## src/rtl/idu_scoreboard_pkg.sv

```systemverilog
// -----------------------------------------------------------------------------
// idu_scoreboard_pkg
// Shared sizing constants and helpers for the IDU register-hazard scoreboard.
//   REG_ADDRW   : width of a GPR index
//   SCB_REG_NUM : number of GPRs (x0 is never tracked)
//   SCB_CNT_W   : width of each per-register pending-write counter
// -----------------------------------------------------------------------------
package idu_scoreboard_pkg;

  localparam int REG_ADDRW   = 5;
  localparam int SCB_REG_NUM = 32;
  localparam int SCB_CNT_W   = 2;

  typedef logic [REG_ADDRW-1:0] regId_t;

  // x0 is hardwired to zero, so it can never carry a pending write.
  function automatic logic isTracked(input regId_t id);
    return id != '0;
  endfunction

endpackage

```

## src/rtl/idu_scoreboard_if.sv

```systemverilog
// -----------------------------------------------------------------------------
// idu_scoreboard_if
// Bundles the decoded-instruction fields, the IDU->EXU valid/ready handshake,
// the writeback/retire notifications, flush and the status outputs.
//   slave  : the scoreboard (consumes decode/wb info, drives o_* outputs)
//   master : the decoder/EXU side (drives i_* inputs, observes o_* outputs)
// -----------------------------------------------------------------------------
interface idu_scoreboard_if;
  import idu_scoreboard_pkg::*;

  regId_t i_rs1id;
  logic   i_rs1ren;
  regId_t i_rs2id;
  logic   i_rs2ren;
  regId_t i_rdid;
  logic   i_rdwen;
  logic   i_sysins;
  logic   i_csrdwen;
  logic   i_pre_valid;
  logic   o_pre_ready;
  logic   o_post_valid;
  logic   i_post_ready;
  logic   i_wb_valid;
  regId_t i_wb_rdid;
  logic   i_wb_csr;
  logic   i_flush;
  logic   o_stall;
  logic   o_wb_err;

  modport slave (
    input  i_rs1id, i_rs1ren, i_rs2id, i_rs2ren, i_rdid, i_rdwen,
    input  i_sysins, i_csrdwen, i_pre_valid, i_post_ready,
    input  i_wb_valid, i_wb_rdid, i_wb_csr, i_flush,
    output o_pre_ready, o_post_valid, o_stall, o_wb_err
  );

  modport master (
    output i_rs1id, i_rs1ren, i_rs2id, i_rs2ren, i_rdid, i_rdwen,
    output i_sysins, i_csrdwen, i_pre_valid, i_post_ready,
    output i_wb_valid, i_wb_rdid, i_wb_csr, i_flush,
    input  o_pre_ready, o_post_valid, o_stall, o_wb_err
  );

endinterface

```

## src/rtl/idu_scoreboard_scb_cnt.sv

```systemverilog
// -----------------------------------------------------------------------------
// scb_cnt
// Pending-write counter for a single GPR.
//   i_clk, i_rst_n : clock, asynchronous active-low reset
//   i_inc          : an instruction writing this register issued
//   i_dec          : a writeback to this register retired (ignored at zero)
//   i_clr          : flush, wins over inc/dec
//   o_cnt          : current count
//   o_nz           : count is non-zero (a write is pending)
//   o_full         : count is at its maximum (no further issue allowed)
// -----------------------------------------------------------------------------
module scb_cnt
  import idu_scoreboard_pkg::*;
#(
  parameter int CNT_W = SCB_CNT_W
) (
  input  logic             i_clk,
  input  logic             i_rst_n,
  input  logic             i_inc,
  input  logic             i_dec,
  input  logic             i_clr,
  output logic [CNT_W-1:0] o_cnt,
  output logic             o_nz,
  output logic             o_full
);

  localparam logic [CNT_W-1:0] CNT_MAX = '1;

  logic [CNT_W-1:0] r_cnt;
  logic             w_inc;
  logic             w_dec;

  // A retire against an empty counter is a stray writeback, not a decrement.
  // An increment at the maximum only counts when a decrement cancels it, so
  // the counter can never wrap even if the issue gating were bypassed.
  assign w_dec = i_dec & (r_cnt != '0);
  assign w_inc = i_inc & (w_dec | (r_cnt != CNT_MAX));

  // Count up on issue, down on retire; matching inc/dec cancel out.
  always_ff @(posedge i_clk or negedge i_rst_n) begin
    if (!i_rst_n) begin
      r_cnt <= '0;
    end else if (i_clr) begin
      r_cnt <= '0;
    end else if (w_inc & ~w_dec) begin
      r_cnt <= r_cnt + 1'b1;
    end else if (w_dec & ~w_inc) begin
      r_cnt <= r_cnt - 1'b1;
    end
  end

  assign o_cnt  = r_cnt;
  assign o_nz   = (r_cnt != '0);
  assign o_full = (r_cnt == CNT_MAX);

endmodule

```

## src/rtl/idu_scoreboard.sv

```systemverilog
// -----------------------------------------------------------------------------
// idu_scoreboard
// Register-hazard scoreboard between the decoder and the execute stage. It
// counts in-flight GPR writes and holds the IDU->EXU handshake while a source
// has a pending write or a destination counter is saturated.
//   i_clk, i_rst_n : clock, asynchronous active-low reset
//   bus (slave)    : decode fields, pre/post valid-ready, writeback, flush,
//                    o_stall (debug/perf) and sticky o_wb_err
// Optional feature macro: IDU_SCB_CSR_EN
//   defined   : a pending CSR write blocks every SYSTEM instruction until the
//               CSR write retires (i_wb_csr)
//   undefined : i_sysins/i_csrdwen/i_wb_csr are ignored, no CSR hazard
// -----------------------------------------------------------------------------
module idu_scoreboard
  import idu_scoreboard_pkg::*;
#(
  parameter int REG_NUM = SCB_REG_NUM,
  parameter int CNT_W   = SCB_CNT_W
) (
  input  logic             i_clk,
  input  logic             i_rst_n,
  idu_scoreboard_if.slave  bus
);

  logic [REG_NUM-1:0] w_nz;
  logic [REG_NUM-1:0] w_full;
  logic [CNT_W-1:0]   w_cnt [REG_NUM];
  logic               w_csrHazard;
  logic               w_hazard;
  logic               w_postValid;
  logic               w_issue;
  logic               r_wbErr;

  // Hazard is evaluated purely from registered counts: a writeback landing
  // this cycle does not release a dependent instruction until the next one.
  assign w_hazard = (bus.i_rs1ren & isTracked(bus.i_rs1id) & w_nz[bus.i_rs1id])
                  | (bus.i_rs2ren & isTracked(bus.i_rs2id) & w_nz[bus.i_rs2id])
                  | (bus.i_rdwen  & isTracked(bus.i_rdid)  & w_full[bus.i_rdid])
                  | w_csrHazard;

  assign w_postValid      = bus.i_pre_valid & ~w_hazard & ~bus.i_flush;
  assign w_issue          = w_postValid & bus.i_post_ready;
  assign bus.o_post_valid = w_postValid;
  assign bus.o_pre_ready  = bus.i_post_ready & ~w_hazard & ~bus.i_flush;
  assign bus.o_stall      = bus.i_pre_valid & w_hazard;
  assign bus.o_wb_err     = r_wbErr;

  // x0 has no counter; its slots read as permanently empty.
  assign w_nz[0]   = 1'b0;
  assign w_full[0] = 1'b0;
  assign w_cnt[0]  = '0;

  for (genvar r = 1; r < REG_NUM; r++) begin : gCnt
    scb_cnt #(
      .CNT_W (CNT_W)
    ) uCnt (
      .i_clk   (i_clk),
      .i_rst_n (i_rst_n),
      .i_inc   (w_issue & bus.i_rdwen & (bus.i_rdid == REG_ADDRW'(r))),
      .i_dec   (bus.i_wb_valid & (bus.i_wb_rdid == REG_ADDRW'(r))),
      .i_clr   (bus.i_flush),
      .o_cnt   (w_cnt[r]),
      .o_nz    (w_nz[r]),
      .o_full  (w_full[r])
    );
  end

  // Sticky error for a writeback to a register with nothing pending. A flush
  // cycle discards the writeback entirely, so it cannot raise the error.
  always_ff @(posedge i_clk or negedge i_rst_n) begin
    if (!i_rst_n) begin
      r_wbErr <= 1'b0;
    end else if (bus.i_wb_valid & ~bus.i_flush & isTracked(bus.i_wb_rdid)
                 & (w_cnt[bus.i_wb_rdid] == '0)) begin
      r_wbErr <= 1'b1;
    end
  end

`ifdef IDU_SCB_CSR_EN
  logic r_csrPend;

  // One outstanding CSR write at a time. Set wins over clear so a new CSR
  // write issuing as the previous one retires stays tracked.
  always_ff @(posedge i_clk or negedge i_rst_n) begin
    if (!i_rst_n) begin
      r_csrPend <= 1'b0;
    end else if (bus.i_flush) begin
      r_csrPend <= 1'b0;
    end else if (w_issue & bus.i_sysins & bus.i_csrdwen) begin
      r_csrPend <= 1'b1;
    end else if (bus.i_wb_csr) begin
      r_csrPend <= 1'b0;
    end
  end

  assign w_csrHazard = bus.i_sysins & r_csrPend;
`else
  logic w_unused;

  assign w_unused    = ^{bus.i_sysins, bus.i_csrdwen, bus.i_wb_csr};
  assign w_csrHazard = 1'b0;
`endif

endmodule

```

## src/flat_wrapper.sv

```systemverilog
// flat-port wrapper written by rule: the top's interface ports become plain ports
module idu_scoreboard_flat import idu_scoreboard_pkg::*;
#(
  parameter int REG_NUM = SCB_REG_NUM,
  parameter int CNT_W   = SCB_CNT_W
)
  (i_clk, i_rst_n, bus_i_rs1id, bus_i_rs1ren, bus_i_rs2id, bus_i_rs2ren, bus_i_rdid, bus_i_rdwen, bus_i_sysins, bus_i_csrdwen, bus_i_pre_valid, bus_i_post_ready, bus_i_wb_valid, bus_i_wb_rdid, bus_i_wb_csr, bus_i_flush, bus_o_pre_ready, bus_o_post_valid, bus_o_stall, bus_o_wb_err);
  idu_scoreboard_if bus_i ();
  input  logic i_clk;
  input  logic i_rst_n;
  input wire logic [$bits(bus_i.i_rs1id)-1:0] bus_i_rs1id;
  input wire logic [$bits(bus_i.i_rs1ren)-1:0] bus_i_rs1ren;
  input wire logic [$bits(bus_i.i_rs2id)-1:0] bus_i_rs2id;
  input wire logic [$bits(bus_i.i_rs2ren)-1:0] bus_i_rs2ren;
  input wire logic [$bits(bus_i.i_rdid)-1:0] bus_i_rdid;
  input wire logic [$bits(bus_i.i_rdwen)-1:0] bus_i_rdwen;
  input wire logic [$bits(bus_i.i_sysins)-1:0] bus_i_sysins;
  input wire logic [$bits(bus_i.i_csrdwen)-1:0] bus_i_csrdwen;
  input wire logic [$bits(bus_i.i_pre_valid)-1:0] bus_i_pre_valid;
  input wire logic [$bits(bus_i.i_post_ready)-1:0] bus_i_post_ready;
  input wire logic [$bits(bus_i.i_wb_valid)-1:0] bus_i_wb_valid;
  input wire logic [$bits(bus_i.i_wb_rdid)-1:0] bus_i_wb_rdid;
  input wire logic [$bits(bus_i.i_wb_csr)-1:0] bus_i_wb_csr;
  input wire logic [$bits(bus_i.i_flush)-1:0] bus_i_flush;
  output wire logic [$bits(bus_i.o_pre_ready)-1:0] bus_o_pre_ready;
  output wire logic [$bits(bus_i.o_post_valid)-1:0] bus_o_post_valid;
  output wire logic [$bits(bus_i.o_stall)-1:0] bus_o_stall;
  output wire logic [$bits(bus_i.o_wb_err)-1:0] bus_o_wb_err;
  assign bus_i.i_rs1id = bus_i_rs1id;
  assign bus_i.i_rs1ren = bus_i_rs1ren;
  assign bus_i.i_rs2id = bus_i_rs2id;
  assign bus_i.i_rs2ren = bus_i_rs2ren;
  assign bus_i.i_rdid = bus_i_rdid;
  assign bus_i.i_rdwen = bus_i_rdwen;
  assign bus_i.i_sysins = bus_i_sysins;
  assign bus_i.i_csrdwen = bus_i_csrdwen;
  assign bus_i.i_pre_valid = bus_i_pre_valid;
  assign bus_i.i_post_ready = bus_i_post_ready;
  assign bus_i.i_wb_valid = bus_i_wb_valid;
  assign bus_i.i_wb_rdid = bus_i_wb_rdid;
  assign bus_i.i_wb_csr = bus_i_wb_csr;
  assign bus_i.i_flush = bus_i_flush;
  assign bus_o_pre_ready = bus_i.o_pre_ready;
  assign bus_o_post_valid = bus_i.o_post_valid;
  assign bus_o_stall = bus_i.o_stall;
  assign bus_o_wb_err = bus_i.o_wb_err;
  idu_scoreboard #(.REG_NUM(REG_NUM), .CNT_W(CNT_W)) u_core (.i_clk(i_clk), .i_rst_n(i_rst_n), .bus(bus_i));
endmodule
```

## config.mk

```make
export PLATFORM = sky130hd
export DESIGN_NAME = idu_scoreboard_flat
export DESIGN_NICKNAME = d
export VERILOG_FILES = /design/src/rtl/idu_scoreboard_pkg.sv /design/src/rtl/idu_scoreboard_if.sv /design/src/rtl/idu_scoreboard_scb_cnt.sv /design/src/rtl/idu_scoreboard.sv /design/src/flat_wrapper.sv
export SDC_FILE = /design/constraint.sdc
export NUM_CORES = 1
export LEC_CHECK = 0
export BUFFER_PORTS_ARGS = -buffer_cell sky130_fd_sc_hd__buf_2
export CORE_MARGIN = 5
export CORE_UTILIZATION = 55
export DETAILED_ROUTE_END_ITERATION = 7
export HOLD_SLACK_MARGIN = 0.03
export PLACE_DENSITY_LB_ADDON = 0.15
export SKIP_CTS_REPAIR_TIMING = 1
export SLEW_MARGIN = 20
export SYNTH_ARGS = -nofsm -noshare
export SYNTH_HDL_FRONTEND = slang
export SYNTH_SLANG_ARGS = --single-unit
```

## constraint.sdc

```tcl
create_clock -name i_clk -period 3 [get_ports i_clk]
set_clock_uncertainty 0.2 [all_clocks]
set_input_delay 0.15 -clock i_clk [delete_from_list [all_inputs] [get_ports i_clk]]
set_output_delay 0.15 -clock i_clk [all_outputs]
set_load 0.02 [all_outputs]
```

After elaboration in Yosys (flattened, before gate mapping)
Index checks and enable logic that the tools add are counted.
{"block": "totals", "wordCells": 691, "output_inout_bits": 4, "register_bits": 63}
{"block": "op_classes", "magnitude_cmp": 4, "bitwise": 300, "n_addsub": 62, "n_reduce_logical": 67, "eq_ne": 124, "mux": 102}
{"operator": "$and A1 B1 Y1", "n": 202}
{"operator": "$mux W2", "n": 95}
{"operator": "$eq A5 B5 Y1 const B", "n": 32}
{"operator": "$reduce_bool A3 Y1", "n": 31}
{"operator": "$eq A5 B4 Y1 const B", "n": 16}
{"operator": "$not A1 Y1", "n": 64}
{"operator": "$add A2 B1 Y2 const B", "n": 31}
{"operator": "$eq A2 B2 Y1 const B", "n": 31}
{"operator": "$ne A2 B2 Y1 const B", "n": 31}
{"operator": "$reduce_bool A2 Y1", "n": 31}
{"operator": "$sub A2 B1 Y2 const B", "n": 31}
{"operator": "$eq A5 B3 Y1 const B", "n": 8}
{"operator": "$or A1 B1 Y1", "n": 33}
{"operator": "$eq A5 B2 Y1 const B", "n": 4}
{"operator": "$reduce_bool A5 Y1", "n": 4}
{"operator": "$lt A5 B6 Y1 const B", "n": 3}
{"operator": "$bmux W1 S5", "n": 3}
{"operator": "$bmux W2 S5", "n": 1}
{"operator": "$eq A5 B1 Y1 const B", "n": 2}
{"operator": "$ge A6 B6 Y1 const B", "n": 1}
{"operator": "$not A5 Y6", "n": 1}
{"operator": "$mux W1", "n": 3}
{"operator": "$logic_not A2 Y1", "n": 1}

Logic depth before layout (Yosys ltp)
Gate-level depths: netlist of the first run.
{"block": "logic_depth", "ltp_word": 18, "ltp_mapped": 11}

Hierarchy
From an unflattened synthesis of the first run, not the netlist that was laid out.
{"block": "unflattened", "hier_cells": 727, "hier_area_um2": 6304.8}
{"module": "scb_cnt", "area_per_inst_um2": 128.9, "seq_area_each_um2": 50.0, "instances": 31, "cells_each": 14}
{"module": "idu_scoreboard", "area_per_inst_um2": 2309.7, "seq_area_each_um2": 25.0, "instances": 1, "cells_each": 293}

Least setup slack after synthesis of the first run
Ideal clock, no wire load.
{"block": "synth_timing", "path_kind": "register to register", "start": "reg u_core.gCnt[8].uCnt.r_cnt[0]", "end": "reg u_core.gCnt[29].uCnt.r_cnt[0]", "synth_period_minus_slack_ns": 2.866, "setup_slack_ns": 0.134, "path_stages_with_launch": 9, "t_required_ns": 2.673, "t_arrival_ns": 2.539, "setup_ns": 0.127, "cell_sequence": "dfrtp_1 > nor3_2 > a21oi_1 > a211o_1 > a32o_1 > or4_4 > buf_6 > or3_1 > mux2_1"}
{"block": "synth_between", "elab_chain_len": 16, "elab_cells_between_ends": 26}
{"element": "from (decl)", "line_no": "idu_scoreboard_scb_cnt.sv:29", "text": "logic [CNT_W-1:0] r_cnt;"}
{"element": "from (signal assigned)", "line_no": "idu_scoreboard_scb_cnt.sv:46", "text": "r_cnt <= r_cnt + 1'b1;"}
{"element": "from (signal assigned)", "line_no": "idu_scoreboard_scb_cnt.sv:48", "text": "r_cnt <= r_cnt - 1'b1;"}
{"element": "$reduce_bool A2 Y1", "line_no": "idu_scoreboard_scb_cnt.sv:53", "text": "assign o_nz = (r_cnt != '0);"}
{"element": "$bmux W1 S5, on equally long branches", "line_no": "idu_scoreboard.sv:36, idu_scoreboard.sv:37"}
{"element": "$mux W1, on equally long branches", "line_no": "idu_scoreboard.sv:36, idu_scoreboard.sv:37"}
{"element": "$and A1 B1 Y1, on equally long branches", "line_no": "idu_scoreboard.sv:36, idu_scoreboard.sv:37"}
{"element": "$or A1 B1 Y1", "line_no": "idu_scoreboard.sv:37", "text": "| (bus.i_rs2ren & isTracked(bus.i_rs2id) & w_nz[bus.i_rs2id])"}
{"element": "$or A1 B1 Y1 *", "line_no": "idu_scoreboard.sv:38", "text": "| (bus.i_rdwen & isTracked(bus.i_rdid) & w_full[bus.i_rdid])"}
{"element": "$not A1 Y1 *", "line_no": "idu_scoreboard.sv:41", "text": "assign w_postValid = bus.i_pre_valid & ~w_hazard & ~bus.i_flush;"}
{"element": "$and A1 B1 Y1 * (2 in series)", "line_no": "idu_scoreboard.sv:41"}
{"element": "$and A1 B1 Y1 *", "line_no": "idu_scoreboard.sv:42", "text": "assign w_issue = w_postValid & bus.i_post_ready;"}
{"element": "$and A1 B1 Y1 * (2 in series)", "line_no": "idu_scoreboard.sv:59", "text": ".i_inc (w_issue & bus.i_rdwen & (bus.i_rdid == REG_ADDRW'(r))),"}
{"element": "$and A1 B1 Y1 *", "line_no": "idu_scoreboard_scb_cnt.sv:37", "text": "assign w_inc = i_inc & (w_dec | (r_cnt != CNT_MAX));"}
{"element": "$and A1 B1 Y1 / $not A1 Y1 (equally long branches)", "line_no": "idu_scoreboard_scb_cnt.sv:45, idu_scoreboard_scb_cnt.sv:47"}
{"element": "$mux W2 / $and A1 B1 Y1 (equally long branches)", "line_no": "idu_scoreboard_scb_cnt.sv:45, idu_scoreboard_scb_cnt.sv:47"}
{"element": "$mux W2 / $reduce_bool A3 Y1 (equally long branches)"}
{"element": "to (signal assigned)", "line_no": "idu_scoreboard_scb_cnt.sv:46"}
{"element": "to (signal assigned)", "line_no": "idu_scoreboard_scb_cnt.sv:48"}
{"element": "to (decl)", "line_no": "idu_scoreboard_scb_cnt.sv:29"}
Every way passes the cells marked *; elsewhere a longest branch is shown, timed or not. The select of a mux whose other input is x is not followed.
A chain may end at the register's enable or synchronous reset.

Worst setup path after layout of the first run
{"block": "layout_timing", "start": "reg u_core.gCnt[14].uCnt.r_cnt[0]", "end": "reg u_core.gCnt[11].uCnt.r_cnt[0]"}
{"block": "layout_between", "elab_chain_len": 16, "elab_cells_between_ends": 26}
{"element": "from (decl)", "line_no": "idu_scoreboard_scb_cnt.sv:29"}
{"element": "from (signal assigned)", "line_no": "idu_scoreboard_scb_cnt.sv:46"}
{"element": "from (signal assigned)", "line_no": "idu_scoreboard_scb_cnt.sv:48"}
{"element": "$reduce_bool A2 Y1", "line_no": "idu_scoreboard_scb_cnt.sv:53"}
{"element": "$bmux W1 S5, on equally long branches", "line_no": "idu_scoreboard.sv:36, idu_scoreboard.sv:37"}
{"element": "$mux W1, on equally long branches", "line_no": "idu_scoreboard.sv:36, idu_scoreboard.sv:37"}
{"element": "$and A1 B1 Y1, on equally long branches", "line_no": "idu_scoreboard.sv:36, idu_scoreboard.sv:37"}
{"element": "$or A1 B1 Y1", "line_no": "idu_scoreboard.sv:37"}
{"element": "$or A1 B1 Y1 *", "line_no": "idu_scoreboard.sv:38"}
{"element": "$not A1 Y1 *", "line_no": "idu_scoreboard.sv:41"}
{"element": "$and A1 B1 Y1 * (2 in series)", "line_no": "idu_scoreboard.sv:41"}
{"element": "$and A1 B1 Y1 *", "line_no": "idu_scoreboard.sv:42"}
{"element": "$and A1 B1 Y1 * (2 in series)", "line_no": "idu_scoreboard.sv:59"}
{"element": "$and A1 B1 Y1 *", "line_no": "idu_scoreboard_scb_cnt.sv:37"}
{"element": "$and A1 B1 Y1 / $not A1 Y1 (equally long branches)", "line_no": "idu_scoreboard_scb_cnt.sv:45, idu_scoreboard_scb_cnt.sv:47"}
{"element": "$mux W2 / $and A1 B1 Y1 (equally long branches)", "line_no": "idu_scoreboard_scb_cnt.sv:45, idu_scoreboard_scb_cnt.sv:47"}
{"element": "$mux W2 / $reduce_bool A3 Y1 (equally long branches)"}
{"element": "to (signal assigned)", "line_no": "idu_scoreboard_scb_cnt.sv:46"}
{"element": "to (signal assigned)", "line_no": "idu_scoreboard_scb_cnt.sv:48"}
{"element": "to (decl)", "line_no": "idu_scoreboard_scb_cnt.sv:29"}
Marked as above.

==> results.sh, run 1 <==
export IMPL_finalWorstSetupSlack_ns=0.0298
export IMPL_postRouteAntennaNets=0
export IMPL_setup_reg_to_reg_worst_slack_ns=0.03
export IMPL_detailedRoute_firstPassIterationCount=6
export IMPL_detail_route_wirelength_mm=19.9
export IMPL_grt_use_met3_pct=6.89
export IMPL_report_final_slew_viol_count=0
export IMPL_detailedPlacementHpwl_mm=14.7
export IMPL_sequential_area_share_after_synthesis_pct=28.4
export IMPL_syn_area_um2=5560
export IMPL_final_fill_count=822
export IMPL_achievable_frequency_mhz=337
export IMPL_die_area_um2=12200
export IMPL_endpoint="u_core.gCnt[11].uCnt.o_cnt[0]"
export IMPL_rsz_0062_raised_after_global_routing="yes"
export IMPL_globalRouteOverflowTotal=0
export IMPL_final_cell_area_um2=6830
export IMPL_ys_async_sr_fraction_pct=100
export IMPL_die_width_um=111
export IMPL_tns_ns=0
export IMPL_timing_hold_violations_final=0
export IMPL_core_area_um2=9820
export IMPL_gr_max_usage_layer="met2"
export IMPL_synth_edf_count=0
export IMPL_row_cnt=36
export IMPL_clock_root_buffer="sky130_fd_sc_hd__clkbuf_8"
export IMPL_startpoint="u_core.gCnt[14].uCnt.o_cnt[0]"
export IMPL_globalRouteTotalUtil_pct=31.3
export IMPL_final_net_count=831
export IMPL_cts_max_level=3
export IMPL_synth_area_per_cell_um2=7.99
export IMPL_tritoncts="done"
export IMPL_clock_path_buffers=2
export IMPL_cts_made_buffers=9
export IMPL_synth_warnings=0
export IMPL_num_antenna_cells=0
export IMPL_path_class="flop to flop"
export IMPL_synthDistinctLibCells=70
export IMPL_syn_inst=696
export IMPL_holdCritPathClass="primary input to flop"
export IMPL_netlist_area_leader_share_pct=28.4
export IMPL_critical_path_startpoint_type="flop"
export IMPL_syn_to_final_growth_pct=22.9
export IMPL_run_status="finished, final reports clean"
export IMPL_end_kind="flop"
export IMPL_grt_pass1_vias=5718
export IMPL_synth_common_cells="86 x sky130_fd_sc_hd__nand2_1, 79 x sky130_fd_sc_hd__nor2_1, 63 x sky130_fd_sc_hd__dfrtp_1"
export IMPL_clkTransAtPathRegs_ns=0.08
export IMPL_regArea_um2=1580
export IMPL_detailed_place_area_um2=6420
export IMPL_post_synth_main_area_contributors="sky130_fd_sc_hd__dfrtp_1 28%, sky130_fd_sc_hd__mux4_2 7.7%, sky130_fd_sc_hd__nand2_1 5.8%, sky130_fd_sc_hd__a21oi_1 5.5%, sky130_fd_sc_hd__nor2_1 5.3%"
export IMPL_arrival_ns=3.01
export IMPL_dr_total_vias=6250
export IMPL_postSynthRegisterBits=63
export IMPL_post_route_drc_count=0
export IMPL_dp_slack_ns=-0.0930
export IMPL_drt_iter0_drc=775
export IMPL_cap_viol_max_count=0
export IMPL_antenna_found_initial=0
export IMPL_top_count_cell_post_synth="sky130_fd_sc_hd__nand2_1"
export IMPL_tightest_slew_ns=0.778
export IMPL_met1_usage_pct=41.9
export IMPL_post_route_min_period_ns=2.97
export IMPL_fin_crit_sh_pct=99.0
export IMPL_cts_sinks=63
export IMPL_multi_input_area_um2=3920
export IMPL_boundaryPins=36
export IMPL_max_slew_margin_rel_pct=48.1
export IMPL_placement_io_buffers=32
export IMPL_worst_r2r_path_depth=9
export IMPL_max_vdd_ir_drop_mv=0.251
export IMPL_synth_top_area_cell="sky130_fd_sc_hd__dfrtp_1"
export IMPL_power_density_nw_per_um2=278
export IMPL_ys_dominant_reg_cell="sky130_fd_sc_hd__dfrtp_1"
export IMPL_gp_congestion=1.01
export IMPL_grt_first_pass_wirelength_mm=30.4
export IMPL_leakage_uw=0.00268
export IMPL_cp_required_ns=3.04
export IMPL_insertion_delay_ns=0.36
export IMPL_floorplan_die_height_um=111
export IMPL_syn_nets=728
export IMPL_initial_utilization_pct=56.6
export IMPL_grt_max_degree=56
export IMPL_detail_route_vias_per_cell=6.68
export IMPL_final_report_setup_violation_count=0
export IMPL_drive_gt1_share_pct=27.8
export IMPL_reg2reg_to="u_core.gCnt[11].uCnt.o_cnt[0]"
export IMPL_detail_route_wl_per_cell_um=21.3
export IMPL_reg2reg_from="u_core.gCnt[14].uCnt.o_cnt[0]"
export IMPL_crit_fanout=9
export IMPL_grt_util_met2_pct=47.1
cells in the final DEF (no fill, tap or decap), types with 19 or more instances in the layout:
cell type	instances
sky130_fd_sc_hd__buf_4	97
sky130_fd_sc_hd__nand2_1	85
sky130_fd_sc_hd__nor2_1	61
sky130_fd_sc_hd__dfrtp_1	61
sky130_fd_sc_hd__a21oi_1	60
sky130_fd_sc_hd__nor3_1	44
sky130_fd_sc_hd__o21ai_0	35
sky130_fd_sc_hd__buf_2	32
sky130_fd_sc_hd__nor3b_1	24
sky130_fd_sc_hd__mux4_2	19
sequential cells by signal, summed over array words and instances, names as in the netlist:
| register | count |
|---|---|
| u_core.bus.o_wb_err | 1 |
| u_core.gCnt.uCnt.o_cnt | 62 |
layout make-up:
cell class	count	share of cell area, %
clock buffer	11	2.07
timing repair buffer	135	14.2
clock inverter	4	0.330
inverter	10	0.549
sequential	63	23.1
tap	133	2.44
multi-input combinational	580	57.3
through the flow:
step | power, uW | hold slack (ns) | cells | util (%)
floorplan | 1060 | -0.346 | 696 | -
global placement | 1200 | 0.0514 | 913 | 65.4
detailed placement | 1210 | 0.0593 | 913 | 65.4
CTS | 1870 | -0.331 | 928 | 67.1
global route | 1970 | 0.0655 | 936 | 69.6
finish | 1900 | 0.0643 | 936 | 69.6
how the worst min path moves through the flow:
| stage | from | endpoint | cells past startpoint |
|---|---|---|---|
| 2_1_floorplan | i_rst_n | u_core.bus.o_wb_err | 0 |
| 3_3_place_gp | i_rst_n | u_core.gCnt[17].uCnt.o_cnt[1] | 1 |
| 3_5_place_dp | i_rst_n | u_core.gCnt[17].uCnt.o_cnt[0] | 1 |
| 4_1_cts | i_rst_n | u_core.gCnt[17].uCnt.o_cnt[0] | 1 |
| 5_1_grt | bus_i_rdid[0] | u_core.gCnt[4].uCnt.o_cnt[1] | 4 |
| 6_report | bus_i_flush | u_core.gCnt[2].uCnt.o_cnt[1] | 2 |
logic make-up after synthesis:
family | Yosys count | share of synthesized area, %
flip-flops | 63 | 28.4
AND/OR/NAND/NOR | 350 | 33.0
AO/OA/AOI/OAI | 185 | 21.5
buffers and inverters | 53 | 4.28
multiplexers | 45 | 12.9
where the power goes:
part / internal, uW / total (uW) / leakage (uW) / switching, uW
Combinational: 136 / 375 / 0.00172 / 239
Sequential: 849 / 850 / 0.000872 / 0.772
Clock: 314 / 673 / 0.0000850 / 360
worst max-delay path: stages (launching register included):
cell                      delay [ns]
sky130_fd_sc_hd__dfrtp_1        0.39
sky130_fd_sc_hd__nor2_1         0.27
sky130_fd_sc_hd__mux4_2         0.31
sky130_fd_sc_hd__a21oi_1        0.08
sky130_fd_sc_hd__a32o_1         0.25
sky130_fd_sc_hd__or4_4          0.47
sky130_fd_sc_hd__buf_6          0.17
sky130_fd_sc_hd__buf_4          0.16
sky130_fd_sc_hd__nor3_2         0.20
sky130_fd_sc_hd__mux2_1         0.35
metal layers:
metal / vias up / part of all wire (%)
met5: - / 0
met4: 0 / 5.2
met3: 85 / 11
met2: 415 / 44
met1: 2934 / 40
li1: 2816 / -
(Power assumes the default switching activity.)
==> run 2: changes to the inputs <==
==> constraint.sdc (replaced) <==
create_clock -name i_clk -period 3.8 [get_ports i_clk]
set_clock_uncertainty 0.2 [all_clocks]
set_input_delay 0.19 -clock i_clk [delete_from_list [all_inputs] [get_ports i_clk]]
set_output_delay 0.19 -clock i_clk [all_outputs]
set_load 0.02 [all_outputs]
==> run 2 against run 1 <==
  * Wire length fell by 7.7%
  * Die area unchanged
  * Worst setup slack improved by 0.37 ns
  * First-iteration DRC count decreased by 4.3%
  * Sequential share of layout area grew 2.9 points
  * Critical endpoint is now u_core.gCnt[29].uCnt.o_cnt[0]
  * Largest power group is now clock
==> results.sh, run 2 (synthesis results as in run 1) <==
export IMPL_final_report_setup_violation_count=0
export IMPL_timing_hold_worst_path_depth=5
export IMPL_worst_r2r_path_depth=8
export IMPL_timing_critical_path_cells="nor2_1 > mux4_2 > nand2_1 > a32o_1 > or4_4 > buf_12 > or3_1 > mux2_1"
export IMPL_detailedPlacementHpwl_mm=13.3
export IMPL_stdcell_count=849
export IMPL_detail_route_vias_per_cell=6.93
export IMPL_placement_io_buffers=32
export IMPL_largest_register_ffs=62
export IMPL_grt_max_degree=54
export IMPL_place_inst=830
export IMPL_core_area_um2=9820
export IMPL_report_final_slew_viol_count=0
export IMPL_initial_utilization_pct=56.6
export IMPL_timing_hold_violations_final=0
export IMPL_clkTransAtPathRegs_ns=0.08
export IMPL_cp_buf_inv_count=1
export IMPL_end_kind="flop"
export IMPL_drive_gt1_share_pct=13.7
export IMPL_rsz_0062_raised_after_global_routing="no"
export IMPL_fin_crit_sh_pct=89.6
export IMPL_antenna_found_initial=0
export IMPL_globalRouteTotalUtil_pct=29.6
export IMPL_leakage_uw=0.00220
export IMPL_most_common_library_cell_in_the_layout_ignoring_fill_and_taps="sky130_fd_sc_hd__nand2_1"
export IMPL_cp_required_ns=3.84
export IMPL_grt_pass1_vias=5401
export IMPL_worstSetupPathDepth=8
export IMPL_gp_congestion=0.971
export IMPL_cts_max_level=3
export IMPL_cap_viol_max_count=0
export IMPL_detail_route_wirelength_mm=18.4
export IMPL_boundaryPins=36
export IMPL_cts_sinks=63
export IMPL_post_route_min_period_ns=3.40
export IMPL_tns_ns=0
export IMPL_achievable_frequency_mhz=294
export IMPL_final_net_count=743
export IMPL_clock_path_buffers=2
export IMPL_crit_slowest_cell="sky130_fd_sc_hd__or4_4"
export IMPL_num_antenna_cells=0
export IMPL_die_width_um=111
export IMPL_path_class="flop to flop"
export IMPL_die_area_um2=12200
export IMPL_tritoncts="done"
export IMPL_postRouteAntennaNets=0
export IMPL_clock_root_buffer="sky130_fd_sc_hd__clkbuf_8"
export IMPL_post_route_drc_count=0
export IMPL_globalRouteOverflowTotal=0
export IMPL_arrival_ns=3.45
export IMPL_detailedRoute_firstPassIterationCount=5
export IMPL_most_frequent_cells_in_the_layout="86 x sky130_fd_sc_hd__nand2_1, 79 x sky130_fd_sc_hd__nor2_1, 63 x sky130_fd_sc_hd__dfrtp_1"
export IMPL_max_vdd_ir_drop_mv=0.170
export IMPL_critical_path_startpoint_type="flop"
export IMPL_floorplan_die_height_um=111
export IMPL_worst_path_top_cell_family_by_delay="simple AND/OR/NAND/NOR gates"
export IMPL_run_status="finished, final reports clean"
export IMPL_max_slew_margin_rel_pct=33.3
export IMPL_power_density_nw_per_um2=268
export IMPL_grt_first_pass_wirelength_mm=29.1
export IMPL_dr_total_vias=5886
export IMPL_syn_to_final_growth_pct=8.82
export IMPL_final_fill_count=905
export IMPL_cts_made_buffers=9
export IMPL_drt_iter0_drc=742
export IMPL_row_cnt=36
export IMPL_insertion_delay_ns=0.36
export IMPL_tightest_slew_ns=1.00
export IMPL_holdCritPathClass="primary input to flop"
export IMPL_crit_fanout=26
export IMPL_critical_path_max_stage_delay_ns=0.67
export IMPL_detail_route_wl_per_cell_um=21.7
## run 2: cell count changes in the layout (fill, tap and decap cells not counted), sizes merged
cell,delta
clkinvlp,+1
bufinv,+2
clkinv,-2
buf,-88
## run 2: worst paths after layout
| path | startpoint | to | slack (ns) |
|---|---|---|---|
| max in group asynchronous | i_rst_n | u_core.gCnt[13].uCnt.o_cnt[1] | 2.18 |
| worst max register to register | u_core.gCnt[7].uCnt.o_cnt[0] | u_core.gCnt[29].uCnt.o_cnt[0] | 0.40 |
| worst min register to register | u_core.gCnt[30].uCnt.o_cnt[1] | u_core.gCnt[30].uCnt.o_cnt[1] | 0.41 |
| worst min-delay path | bus_i_post_ready | u_core.gCnt[17].uCnt.o_cnt[1] | 0.11 |
| worst max-delay path | u_core.gCnt[7].uCnt.o_cnt[0] | u_core.gCnt[29].uCnt.o_cnt[0] | 0.40 |
| min in group asynchronous | i_rst_n | u_core.gCnt[17].uCnt.o_cnt[1] | 0.32 |
## run 2: through the flow
stage	power (uW)	utilization [%]	setup WS, ns	instance area, um2	hold WS (ns)
finish	1620	61.6	0.395	6050	0.106
global route	1680	61.6	0.230	6050	0.125
CTS	1620	61.3	0.457	6020	-0.199
detailed placement	921	58.9	0.407	5790	0.197
global placement	917	58.9	0.418	5790	0.186
floorplan	834	-	0.934	5560	-0.306
## run 2: final cells by class
type / instances / area, um2 / share of cell area, %
repair buffers: 47 / 293 / 4.84
flip-flops and latches: 63 / 1580 / 26.1
clock buffers: 11 / 151 / 2.50
inverters: 10 / 37.5 / 0.620
multi-input cells: 580 / 3740 / 61.9
clock inverters: 5 / 80.1 / 1.32
well taps: 133 / 166 / 2.75
## run 2: tightest hold or removal path: cells and delay by family
family                 cells  cell delay (ns)
and+or+nand+nor            3             0.25
buffers and inverters      1             0.12
AOI/OAI and AO/OA          1             0.07
## run 2: where the power goes
part | leakage [uW] | internal [uW] | switching [uW] | total, uW
logic | 0.00121 | 74.5 | 170 | 244
registers | 0.000875 | 670 | 1.06 | 671
clock network | 0.000112 | 404 | 302 | 707
## run 2: layer usage
metal | track usage [%] | part of all wire, % | vias up
met1 | 39.7 | 40 | 2797
met4 | 13.5 | 4.2 | 0
li1 | - | - | 2652
met3 | 7.00 | 12 | 63
met5 | 0 | 0 | -
met2 | 45.3 | 45 | 374
==> run 3: changes to the inputs <==
--- a/config.mk
+++ b/config.mk
@@ -6,6 +6,7 @@
 export NUM_CORES = 1
 export LEC_CHECK = 0
 export BUFFER_PORTS_ARGS = -buffer_cell sky130_fd_sc_hd__buf_2
+export CORE_ASPECT_RATIO = 0.7
 export CORE_MARGIN = 5
 export CORE_UTILIZATION = 55
 export DETAILED_ROUTE_END_ITERATION = 7
==> run 3 against run 2 <==
  * Worst hold slack got worse by 0.067 ns
  * Sequential power hardly changed
  * Wire length decreased by 0.11%
  * Register-to-register slack worse by 0.04 ns
  * Maximum frequency decreased by 1.1%
  * Clock power rose by 31%
  * Final area increased by 1.3%
  * Critical path type unchanged
  * Highest routed layer unchanged
==> results.sh, run 3 (synthesis results as in run 1) <==
export IMPL_run_status="finished, final reports clean"
export IMPL_row_cnt=30
export IMPL_die_area_um2=12300
export IMPL_postRouteAntennaNets=0
export IMPL_critical_path_startpoint_type="flop"
export IMPL_power_density_nw_per_um2=301
export IMPL_detail_route_wirelength_mm=18.4
export IMPL_most_common_library_cell_in_the_layout_ignoring_fill_and_taps="sky130_fd_sc_hd__nand2_1"
export IMPL_total_power_uw=1840
export IMPL_path_class="flop to flop"
export IMPL_gp_congestion=0.966
export IMPL_grt_pass1_vias=5367
export IMPL_setup_reg_to_reg_worst_slack_ns=0.36
export IMPL_dr_total_vias=5830
export IMPL_max_slew_margin_rel_pct=29.2
export IMPL_max_vdd_ir_drop_mv=0.224
export IMPL_largest_register_ffs=62
export IMPL_timing_hold_violations_final=0
export IMPL_globalRouteOverflowTotal=0
export IMPL_post_route_drc_count=0
export IMPL_final_cell_area_um2=6130
export IMPL_detailedPlacementHpwl_mm=13.6
export IMPL_grt_first_pass_wirelength_mm=29.2
export IMPL_cp_required_ns=3.85
export IMPL_final_report_setup_violation_count=0
export IMPL_most_frequent_cells_in_the_layout="86 x sky130_fd_sc_hd__nand2_1, 79 x sky130_fd_sc_hd__nor2_1, 63 x sky130_fd_sc_hd__dfrtp_1"
export IMPL_post_route_min_period_ns=3.44
export IMPL_final_fill_count=828
export IMPL_drt_iter0_drc=773
export IMPL_antenna_found_initial=0
export IMPL_multi_input_area_um2=3740
export IMPL_rsz_0062_raised_after_global_routing="no"
export IMPL_drive_gt1_share_pct=13.8
export IMPL_final_core_utilization_pct=62.6
export IMPL_regArea_um2=1580
export IMPL_report_final_slew_viol_count=0
export IMPL_stdcell_count=844
export IMPL_num_antenna_cells=0
export IMPL_detail_route_wl_per_cell_um=21.8
export IMPL_end_kind="flop"
export IMPL_cap_viol_max_count=0
export IMPL_detailedRoute_firstPassIterationCount=6
export IMPL_clkTransAtPathRegs_ns=0.05
export IMPL_place_inst=826
export IMPL_cts_max_level=3
export IMPL_holdCritPathClass="primary input to flop"
export IMPL_tns_ns=0
export IMPL_tritoncts="done"
export IMPL_clock_path_buffers=2
export IMPL_boundaryPins=36
export IMPL_syn_to_final_growth_pct=10.3
export IMPL_final_net_count=743
export IMPL_clock_root_buffer="sky130_fd_sc_hd__clkbuf_16"
export IMPL_tightest_slew_ns=1.06
export IMPL_die_width_um=130
export IMPL_floorplan_die_height_um=94.1
export IMPL_crit_fanout=30
export IMPL_cts_sinks=63
export IMPL_detail_route_vias_per_cell=6.91
export IMPL_arrival_ns=3.50
export IMPL_achievable_frequency_mhz=290
export IMPL_detailed_place_area_um2=5780
export IMPL_globalRouteTotalUtil_pct=30.9
export IMPL_leakage_uw=0.00224
export IMPL_core_area_um2=9800
export IMPL_cts_made_buffers=9
export IMPL_grt_max_degree=43
export IMPL_placement_io_buffers=32
export IMPL_insertion_delay_ns=0.34
export IMPL_initial_utilization_pct=56.7
export IMPL_fin_crit_sh_pct=90.6
## run 3: cell count changes in the layout (fill, tap and decap cells not counted), sizes merged
| cell | previous run | this run |
|---|---|---|
| buf | 44 | 45 |
| dlygate4sd3 | 3 | 2 |
## run 3: metrics by stage
| stage | worst slack (ns) | hold WS [ns] |
|---|---|---|
| after floorplan | 0.934 | -0.306 |
| final | 0.356 | 0.0396 |
| after global routing | 0.247 | 0.0509 |
| after detailed placement | 0.461 | 0.0336 |
| after CTS | 0.448 | -0.327 |
| after global placement | 0.470 | 0.0191 |
## run 3: layout make-up
| type | count | share of cell area [%] |
|---|---|---|
| Multi-Input combinational cell | 580 | 61.1 |
| Sequential cell | 63 | 25.7 |
| Timing Repair Buffer | 47 | 4.53 |
| Clock buffer | 11 | 4.12 |
| Tap cell | 128 | 2.61 |
| Clock inverter | 5 | 1.31 |
| Inverter | 10 | 0.612 |
## run 3: critical path, stage by stage, from the launching register on
cell and delay, ns:
sky130_fd_sc_hd__dfrtp_1 0.44, sky130_fd_sc_hd__nor2_1 0.40, sky130_fd_sc_hd__mux4_2 0.32, sky130_fd_sc_hd__a21oi_1 0.06
sky130_fd_sc_hd__a32o_1 0.24, sky130_fd_sc_hd__or4_4 0.73, sky130_fd_sc_hd__buf_4 0.26, sky130_fd_sc_hd__nor3_1 0.42
sky130_fd_sc_hd__mux2i_1 0.27
## run 3: report_power, final
group / switching, uW / leakage, uW / internal (uW)
sequential: 0.982 / 0.000875 / 672
clock: 319 / 0.000158 / 609
combinational: 172 / 0.00121 / 71.8
total: 492 / 0.00224 / 1350
## run 3: routing by layer
metal / wire length (um) / vias to the layer above / global-route usage (%)
met5: 0 / - / 0
met4: 338 / 0 / 7.44
met3: 1990 / 29 / 9.20
met2: 8180 / 321 / 46.2
met1: 7850 / 2836 / 43.7
li1: - / 2644 / -
## run 3: path summary, 6_finish.rpt
| check | cells past startpoint | from | endpoint |
|---|---|---|---|
| max in group asynchronous | 3 | i_rst_n | u_core.gCnt[28].uCnt.o_cnt[1] |
| max reg2reg | 8 | u_core.gCnt[10].uCnt.o_cnt[0] | u_core.gCnt[8].uCnt.o_cnt[0] |
| max | 8 | u_core.gCnt[10].uCnt.o_cnt[0] | u_core.gCnt[8].uCnt.o_cnt[0] |
| min reg2reg | 1 | u_core.bus.o_wb_err | u_core.bus.o_wb_err |
| min | 3 | bus_i_wb_rdid[4] | u_core.bus.o_wb_err |
| min in group asynchronous | 2 | i_rst_n | u_core.gCnt[25].uCnt.o_cnt[0] |
